[src/rtl/paddle_hit_detector.sv]
// Paddle/ball collision, miss, scoring and serve sequencing for the pong datapath.
// Every output is registered: decisions on inputs sampled at edge N show up after edge N.
module paddle_hit_detector #(
  parameter int LEFT_HIT_X     = 30,
  parameter int RIGHT_HIT_X    = 210,
  parameter int LEFT_MISS_X    = 15,
  parameter int RIGHT_MISS_X   = 225,
  parameter int PADDLE_HEIGHT  = 40,
  parameter int BALL_SIZE      = 5,
  parameter int LOCKOUT_CYCLES = 8,
  parameter int SERVE_CYCLES   = 4,
  parameter int WIN_SCORE      = 9
) (
  input  logic       clock,
  input  logic       reset,
  input  logic       newGame,
  input  logic [7:0] ballXValue,
  input  logic [8:0] ballYValue,
  input  logic       direction,
  input  logic [8:0] leftPaddleY,
  input  logic [8:0] rightPaddleY,
  output logic       changeXDirection,
  output logic [1:0] changeYDirection,
  output logic [3:0] leftScore,
  output logic [3:0] rightScore,
  output logic       pointScored,
  output logic       ballReset,
  output logic       gameOver,
  output logic       winner
);

  localparam int BSH_I = BALL_SIZE / 2;
  localparam int PHH_I = PADDLE_HEIGHT / 2;
  localparam logic [7:0] L_HIT  = LEFT_HIT_X[7:0];
  localparam logic [7:0] R_HIT  = RIGHT_HIT_X[7:0];
  localparam logic [7:0] L_MISS = LEFT_MISS_X[7:0];
  localparam logic [7:0] R_MISS = RIGHT_MISS_X[7:0];
  localparam logic [9:0] BS     = BALL_SIZE[9:0];
  localparam logic [9:0] PH     = PADDLE_HEIGHT[9:0];
  localparam logic [9:0] BSH    = BSH_I[9:0];
  localparam logic [9:0] PHH    = PHH_I[9:0];
  localparam logic [7:0] LOCK_C = LOCKOUT_CYCLES[7:0];
  localparam logic [7:0] SERV_C = SERVE_CYCLES[7:0];
  localparam logic [3:0] WIN    = WIN_SCORE[3:0];

  typedef enum logic [1:0] {PLAY, LOCKOUT, SCORED, GAME_OVER} state_t;

  state_t     state, state_n;
  logic [7:0] cnt, cnt_n;
  logic [3:0] lscore_n, rscore_n;
  logic       cx_n, pt_n;
  logic [1:0] cy_n;
  logic [9:0] by, lp, rp;
  logic       right_hit, left_hit, right_miss, left_miss;

  function automatic logic overlap(input logic [9:0] y, input logic [9:0] p);
    return (y + BS > p) && (y < p + PH);
  endfunction

  function automatic logic upper(input logic [9:0] y, input logic [9:0] p);
    return (y + BSH) < (p + PHH);
  endfunction

  // Zero-extend so the +BALL_SIZE / +PADDLE_HEIGHT sums never wrap.
  assign by = {1'b0, ballYValue};
  assign lp = {1'b0, leftPaddleY};
  assign rp = {1'b0, rightPaddleY};

  assign right_hit  = direction && ballXValue >= R_HIT && ballXValue < R_MISS && overlap(by, rp);
  assign left_hit   = !direction && ballXValue > L_MISS && ballXValue <= L_HIT && overlap(by, lp);
  assign right_miss = direction && ballXValue >= R_MISS;
  assign left_miss  = !direction && ballXValue <= L_MISS;

  always_ff @(posedge clock or negedge reset) begin
    if (!reset) begin
      state <= PLAY;
      cnt   <= '0;
    end else begin
      state <= state_n;
      cnt   <= cnt_n;
    end
  end

  always_comb begin
    state_n = state;
    cnt_n   = cnt;
    unique case (state)
      PLAY: begin
        if (right_hit || left_hit) begin
          state_n = LOCKOUT;
          cnt_n   = LOCK_C;
        end else if (right_miss || left_miss) begin
          state_n = SCORED;
          cnt_n   = SERV_C;
        end
      end
      LOCKOUT: begin
        cnt_n = cnt - 8'd1;
        if (cnt <= 8'd1) begin
          state_n = PLAY;
          cnt_n   = '0;
        end
      end
      SCORED: begin
        cnt_n = cnt - 8'd1;
        if (cnt <= 8'd1) begin
          state_n = (leftScore == WIN || rightScore == WIN) ? GAME_OVER : PLAY;
          cnt_n   = '0;
        end
      end
      default: ;
    endcase
    if (newGame) begin
      state_n = SCORED;
      cnt_n   = SERV_C;
    end
  end

  always_comb begin
    cx_n     = 1'b0;
    cy_n     = 2'b00;
    pt_n     = 1'b0;
    lscore_n = leftScore;
    rscore_n = rightScore;
    if (newGame) begin
      lscore_n = '0;
      rscore_n = '0;
    end else if (state == PLAY) begin
      if (right_hit) begin
        cx_n = 1'b1;
        cy_n = upper(by, rp) ? 2'b10 : 2'b01;
      end else if (left_hit) begin
        cx_n = 1'b1;
        cy_n = upper(by, lp) ? 2'b10 : 2'b01;
      end else if (right_miss) begin
        pt_n     = 1'b1;
        lscore_n = (leftScore < WIN) ? leftScore + 4'd1 : leftScore;
      end else if (left_miss) begin
        pt_n     = 1'b1;
        rscore_n = (rightScore < WIN) ? rightScore + 4'd1 : rightScore;
      end
    end
  end

  always_ff @(posedge clock or negedge reset) begin
    if (!reset) begin
      changeXDirection <= 1'b0;
      changeYDirection <= 2'b00;
      pointScored      <= 1'b0;
      leftScore        <= '0;
      rightScore       <= '0;
      ballReset        <= 1'b0;
      gameOver         <= 1'b0;
      winner           <= 1'b0;
    end else begin
      changeXDirection <= cx_n;
      changeYDirection <= cy_n;
      pointScored      <= pt_n;
      leftScore        <= lscore_n;
      rightScore       <= rscore_n;
      ballReset        <= (state_n == SCORED);
      gameOver         <= (state_n == GAME_OVER);
      winner           <= (state_n == GAME_OVER) && (rscore_n == WIN);
    end
  end

endmodule

[config.mk]
export PLATFORM = sky130hd
export DESIGN_NAME = paddle_hit_detector
export DESIGN_NICKNAME = d
export VERILOG_FILES = /design/src/rtl/paddle_hit_detector.sv
export SDC_FILE = /design/constraint.sdc
export NUM_CORES = 1
export LEC_CHECK = 0
export CORE_ASPECT_RATIO = 0.9
export CORE_MARGIN = 2
export CORE_UTILIZATION = 55
export CTS_BUF_LIST = sky130_fd_sc_hd__clkbuf_8
export CTS_CLUSTER_DIAMETER = 120
export DETAILED_ROUTE_END_ITERATION = 12
export GPL_ROUTABILITY_DRIVEN = 0
export GPL_TIMING_DRIVEN = 0
export HOLD_SLACK_MARGIN = 0.05
export PLACE_DENSITY = 0.81
export SYNTH_ARGS = -nofsm -noshare
export SYNTH_HDL_FRONTEND = slang
export SYNTH_SLANG_ARGS = --single-unit
export TNS_END_PERCENT = 50
[constraint.sdc]
create_clock -name clock -period 3.05 [get_ports clock]
set_input_delay 0.305 -clock clock [delete_from_list [all_inputs] [get_ports clock]]
set_output_delay 0.305 -clock clock [all_outputs]
set_load 0.005 [all_outputs]
## After elaboration in Yosys (flattened, before gate mapping)

Index checks and enable logic that the tools add are counted.

| word-level totals | value |
|---|---|
| flip-flop bits (word level) | 25 |
| input port bits | 39 |
| output and inout bits | 15 |
| word-level logic and storage cells | 108 |

| operators by class | value |
|---|---|
| add/sub/neg operators | 9 |
| $lt $le $gt $ge | 15 |
| equality and inequality tests | 10 |
| multiplexer cells | 41 |
| reduce and logical (&&, ||, !) cells | 23 |

Operator list:

| kind | count |
|---|---|
| 2-to-1 mux 4 bit | 13 |
| 2-to-1 mux 8 bit | 4 |
| 2-to-1 mux 2 bit | 12 |
| adder 9 x 5 -> 10 bit (second input constant) | 2 |
| adder 9 x 6 -> 10 bit (second input constant) | 2 |
| > comparator 10 x 9 -> 1 bit | 2 |
| < comparator 10 bit | 2 |
| < comparator 9 x 10 -> 1 bit | 2 |
| >= comparator 8 bit (second input constant) | 2 |
| case mux 8 bit (2 select lines) | 1 |
| equality test 4 bit (second input constant) | 3 |
| logical AND 1 bit | 11 |
| adder 9 x 2 -> 10 bit (second input constant) | 1 |
| adder 9 x 3 -> 10 bit (second input constant) | 1 |
| 2-to-1 mux 1 bit | 10 |
| adder 4 x 1 -> 4 bit (second input constant) | 2 |
| > comparator 8 x 4 -> 1 bit (second input constant) | 1 |
| <= comparator 8 x 1 -> 1 bit (second input constant) | 1 |
| <= comparator 8 x 4 -> 1 bit (second input constant) | 1 |
| <= comparator 8 x 5 -> 1 bit (second input constant) | 1 |
| < comparator 4 bit (second input constant) | 2 |
| < comparator 8 bit (second input constant) | 1 |
| subtractor 8 x 1 -> 8 bit (second input constant) | 1 |
| equality test 2 bit (second input constant) | 3 |
| 12 further kinds | 17 |

## Longest topological paths before layout

| depth | value |
|---|---|
| word-level depth | 10 |
| depth in mapped cells | 14 |
| mapped depth without buffers | 14 |

## Worst setup path before layout

No wires, ideal clock.

| path | value |
|---|---|
| kind | input to register |
| from | in ballYValue[2] |
| to | reg gameOver |
| library setup time | 0.137 ns |
| arrival time | 2.750 ns |
| slack | 0.163 ns |
| cell stages on the path | 14 |
| buffers on the path | 0 |
| cells stage by stage | inv_1 > ha_1 > a21oi_2 > nor2_1 > and3_1 > xor2_1 > ha_1 > a21oi_1 > nand2_1 > a211o_1 > o211ai_4 > a21boi_1 > o21a_1 > nor3_1 |

| between the ends | value |
|---|---|
| longest elaborated chain between the ends | 9 |

RTL lines:

| item | line | source |
|---|---|---|
| start: declaration | 18 | `input logic [8:0] ballYValue,` |
| adder 9 x 3 -> 10 bit | 57 | `return (y + BS > p) && (y < p + PH);` |
| > comparator 10 x 9 -> 1 bit | 57 |  |
| logical AND 1 bit | 57 |  |
| logical AND 1 bit (on tied branches) | 69, 70 |  |
| logical OR 1 bit (*) | 89 | `if (right_hit \|\| left_hit) begin` |
| 2-to-1 mux 2 bit (*) | 89 |  |
| case mux 2 bit (3 select lines) (*) | 87 | `unique case (state)` |
| 2-to-1 mux 2 bit (*) | 113 | `if (newGame) begin` |
| equality test 2 bit (*) | 162 | `gameOver <= (state_n == GAME_OVER);` |
| end signal: assignment | 162 |  |
| end: declaration | 28 | `output logic gameOver,` |

Every way passes the cells marked *; elsewhere a longest branch is shown, timed or not.
A chain may end at the register's enable or synchronous reset.

## Worst setup path after layout

| path | value |
|---|---|
| from | in ballYValue[4] |
| to | reg cnt[3] |

| between the ends | value |
|---|---|
| longest elaborated chain between the ends | 8 |

RTL lines:

| item | line | source |
|---|---|---|
| adder 9 x 3 -> 10 bit | 57 |  |
| > comparator 10 x 9 -> 1 bit | 57 |  |
| logical AND 1 bit | 57 |  |
| logical AND 1 bit (on tied branches) | 69, 70 |  |
| logical OR 1 bit (*) | 89 |  |
| 2-to-1 mux 8 bit | 89 |  |
| case mux 8 bit (2 select lines) | 87 |  |
| 2-to-1 mux 8 bit | 113 |  |
| end signal: assignment | 80 | `cnt <= cnt_n;` |
| end: declaration | 49 | `logic [7:0] cnt, cnt_n;` |

Marks and branches as above.

==> reports/qor.yml <==
io_pins: 54
die_x_um: 88.41
core_mm2: 0.006148
stdcell_area_mm2: 0.004372
status: "completed"
fin_crit_ns: 3.012
grt_start_max_net_pins: 26
initial_utilization_pct: 57.37
met2WireLength_um: 4474
setup_violations: 0
viasPerCell: 6.000
antenna_left: 0
io_buffers: 52
utilization_pct: 71.10
p_leak_uw: 0.002002
antenna_found_initial: 0
cts_tree: "yes"
async_reset_ff_share_pct: 100.0
layout.nets: 594
critical_path_required_ns: 3.27
synthCells: 417
cts_root_buf: "clkbuf_8"
cts_buffers: 3
rrSetupSlack_ns: 0.41
htreeDepth: 1
ys_warn_count: 0
path_cells: "dlygate4sd2_1, clkbuf_8, nand2_1, nor2_4, xor2_2, ha_1, and4_1, nand3b_1, o32ai_2, a2111o_1, o211ai_4, mux2i_1, o221a_1"
placed_area_mm2: 0.004156
clock_path_buffers: 2
topRoutingLayerUsed: "met4"
wire_per_inst_um: 16.53
drc: 0
rows: 27
cp_max_fo: 6
maxSlewViolCount: 0
relSlewSlack_pct: 23.99
yosys-top-cells-area: "ha_1, dfrtp_1, xnor2_1"
fp.dieArea_mm2: 0.007070
grt_usage_pct: 26.96
antenna_cells: 0
setup.worst_path.end_class: "register"
grt_first_pass_wirelength_um: 15010
finalPower_uw: 1655
overflow: 0
skew_ns: 0.007371
clkSlewWorstSetupHoldPaths_ns: 0.09
period_share_pct: 98.74
yosysTopAreaCellShare_pct: 26.61
grt_pass1_vias: 3262
drtPass1Iterations: 5
routed_wl_um: 9355
slowest_delay_ns: 0.35
layout-drive-gt1-share_pct: 10.02
cap_violations: 0
crit_path_start_kind: "input port"
wl_met1_um: 4223
worstSkewPairLatency_ns: 0.28
synth_top_cell_by_area: "ha_1"
clock.fmax_mhz: 332.0
path_delay_family: "compound AO/OA/AOI/OAI gates"
synth_nets: 531
yosys_most_used_dff: "dfrtp_1"
synth.distinct_cells: 63
synthesis.area_mm2: 0.003527
synth.yosys.seq_area_share_pct: 17.74
hold_viol_final: 0
p_per_area_mw_per_mm2: 378.5
synth.avg_cell_area_um2: 8.458
drt_first_iter_violations: 226
synth_edf_count: 0
path_buf_inv: 2
die_y_um: 79.97
synth-seq-cells: 25
area_growth_pct: 23.94
vias: 3396
dp.final_hpwl_um: 7310
crit_type: "input port to register"
tightest_slew_ns: 1.137
peakVddDrop_mv: 0.2362
hold_path_class: "input port to register"
met3_wirelength_um: 518
clkSinkCount: 25
cp_slowest_cell: "a2111o_1"
worstPathArrival_ns: 3.23
[report_power, final]
| part | switching [uW] | internal (uW) |
|---|---|---|
| sequential | 65.7 | 385 |
| combinational | 570 | 435 |
| clock | 109 | 90.5 |
[repair_timing]
action,in CTS,in global routing
endpoints found under the setup margin,16,14
pin swaps,5,10
buffers inserted,3,3
hold buffers,0,0
resized for setup,29,22
cloned,0,0
[sequential cells by signal, indices dropped and copies added, names as in the netlist]
register	flops
cnt	8
leftScore	4
rightScore	4
changeYDirection	2
state	2
ballReset	1
changeXDirection	1
gameOver	1
pointScored	1
winner	1
[cell type report]
cell class                      count  area [um2]
Multi-Input combinational cell    348        2850
Fill cell                         474        1777
Sequential cell                    25       625.6
Timing Repair Buffer               58       551.8
Inverter                           38       142.6
Tap cell                           87       108.9
Buffer                              6       47.55
Clock buffer                        3       41.29
Clock inverter                      1       3.754
[cells in the mapped netlist (7+ instances only)]
library cell  instances
a21o_1                7
a21oi_1              31
dfrtp_1              25
ha_1                 75
inv_1                38
nand2_1              23
nand3_1              16
nand4_1               8
nor2_1               39
o21ai_0              20
xnor2_1              21
xor2_1               14
[worst register-to-register path, cell delays in order (launching register included)]
cell and delay, ns:
dfrtp_1 0.43, inv_1 0.10, ha_1 0.40, inv_1 0.16
nor3_1 0.78, o21a_1 0.19, nor2_1 0.05, o21a_1 0.15
nor4_2 0.28
[layout by cell type, fill, tap and decap left out, types with 9 or more instances in the layout]
cell             count
ha_1                73
clkdlybuf4s50_1     41
inv_1               39
nor2_1              38
a21oi_1             30
dfrtp_1             25
nand2_1             22
xnor2_1             20
o21ai_0             17
nand3_1             15
xor2_1              12
buf_4                9
[metal layers]
metal,up-vias,track usage [%]
met4,0,7.273
met1,1609,36.55
li1,1640,-
met3,15,4.447
met5,-,0
met2,132,44.21
[final timing paths]
| path | start | to | cells past startpoint |
|---|---|---|---|
| setup / recovery | ballYValue[4] | cnt[3] | 13 |
| hold / removal | newGame | rightScore[0] | 2 |
| setup reg to reg | state[1] | winner | 8 |
| hold reg to reg | leftScore[3] | leftScore[3] | 2 |
| max in group asynchronous | reset | leftScore[0] | 1 |
| min in group asynchronous | reset | cnt[1] | 1 |
[kinds of logic (layout without fill, tap and decap cells)]
logic type,after synthesis,in the layout,share of synthesized area (%)
muxes,4,4,1.135
buffers and inverters,44,106,4.966
DFF,25,25,17.74
and+or+nand+nor,131,131,19.19
AOI/OAI and AO/OA,103,103,21.67
adders and majority gates,75,75,26.61
xor gates and xnor gates,35,35,8.691
[per-stage QoR]
step / std cells / hold slack, ns / setup slack, ns / TNS [ns]
6_report: 566 / 0.2898 / 0.03836 / 0
4_1_cts: 563 / 0.2836 / 0.01866 / 0
2_1_floorplan: 417 / 0.009409 / 0.1633 / 0
3_3_place_gp: 556 / 0.5353 / -1.019 / -13.04
5_1_grt: 566 / 0.2869 / -0.03421 / -0.08672
3_5_place_dp: 556 / 0.5553 / -1.111 / -14.59
Power figures use the tool's default switching activity.
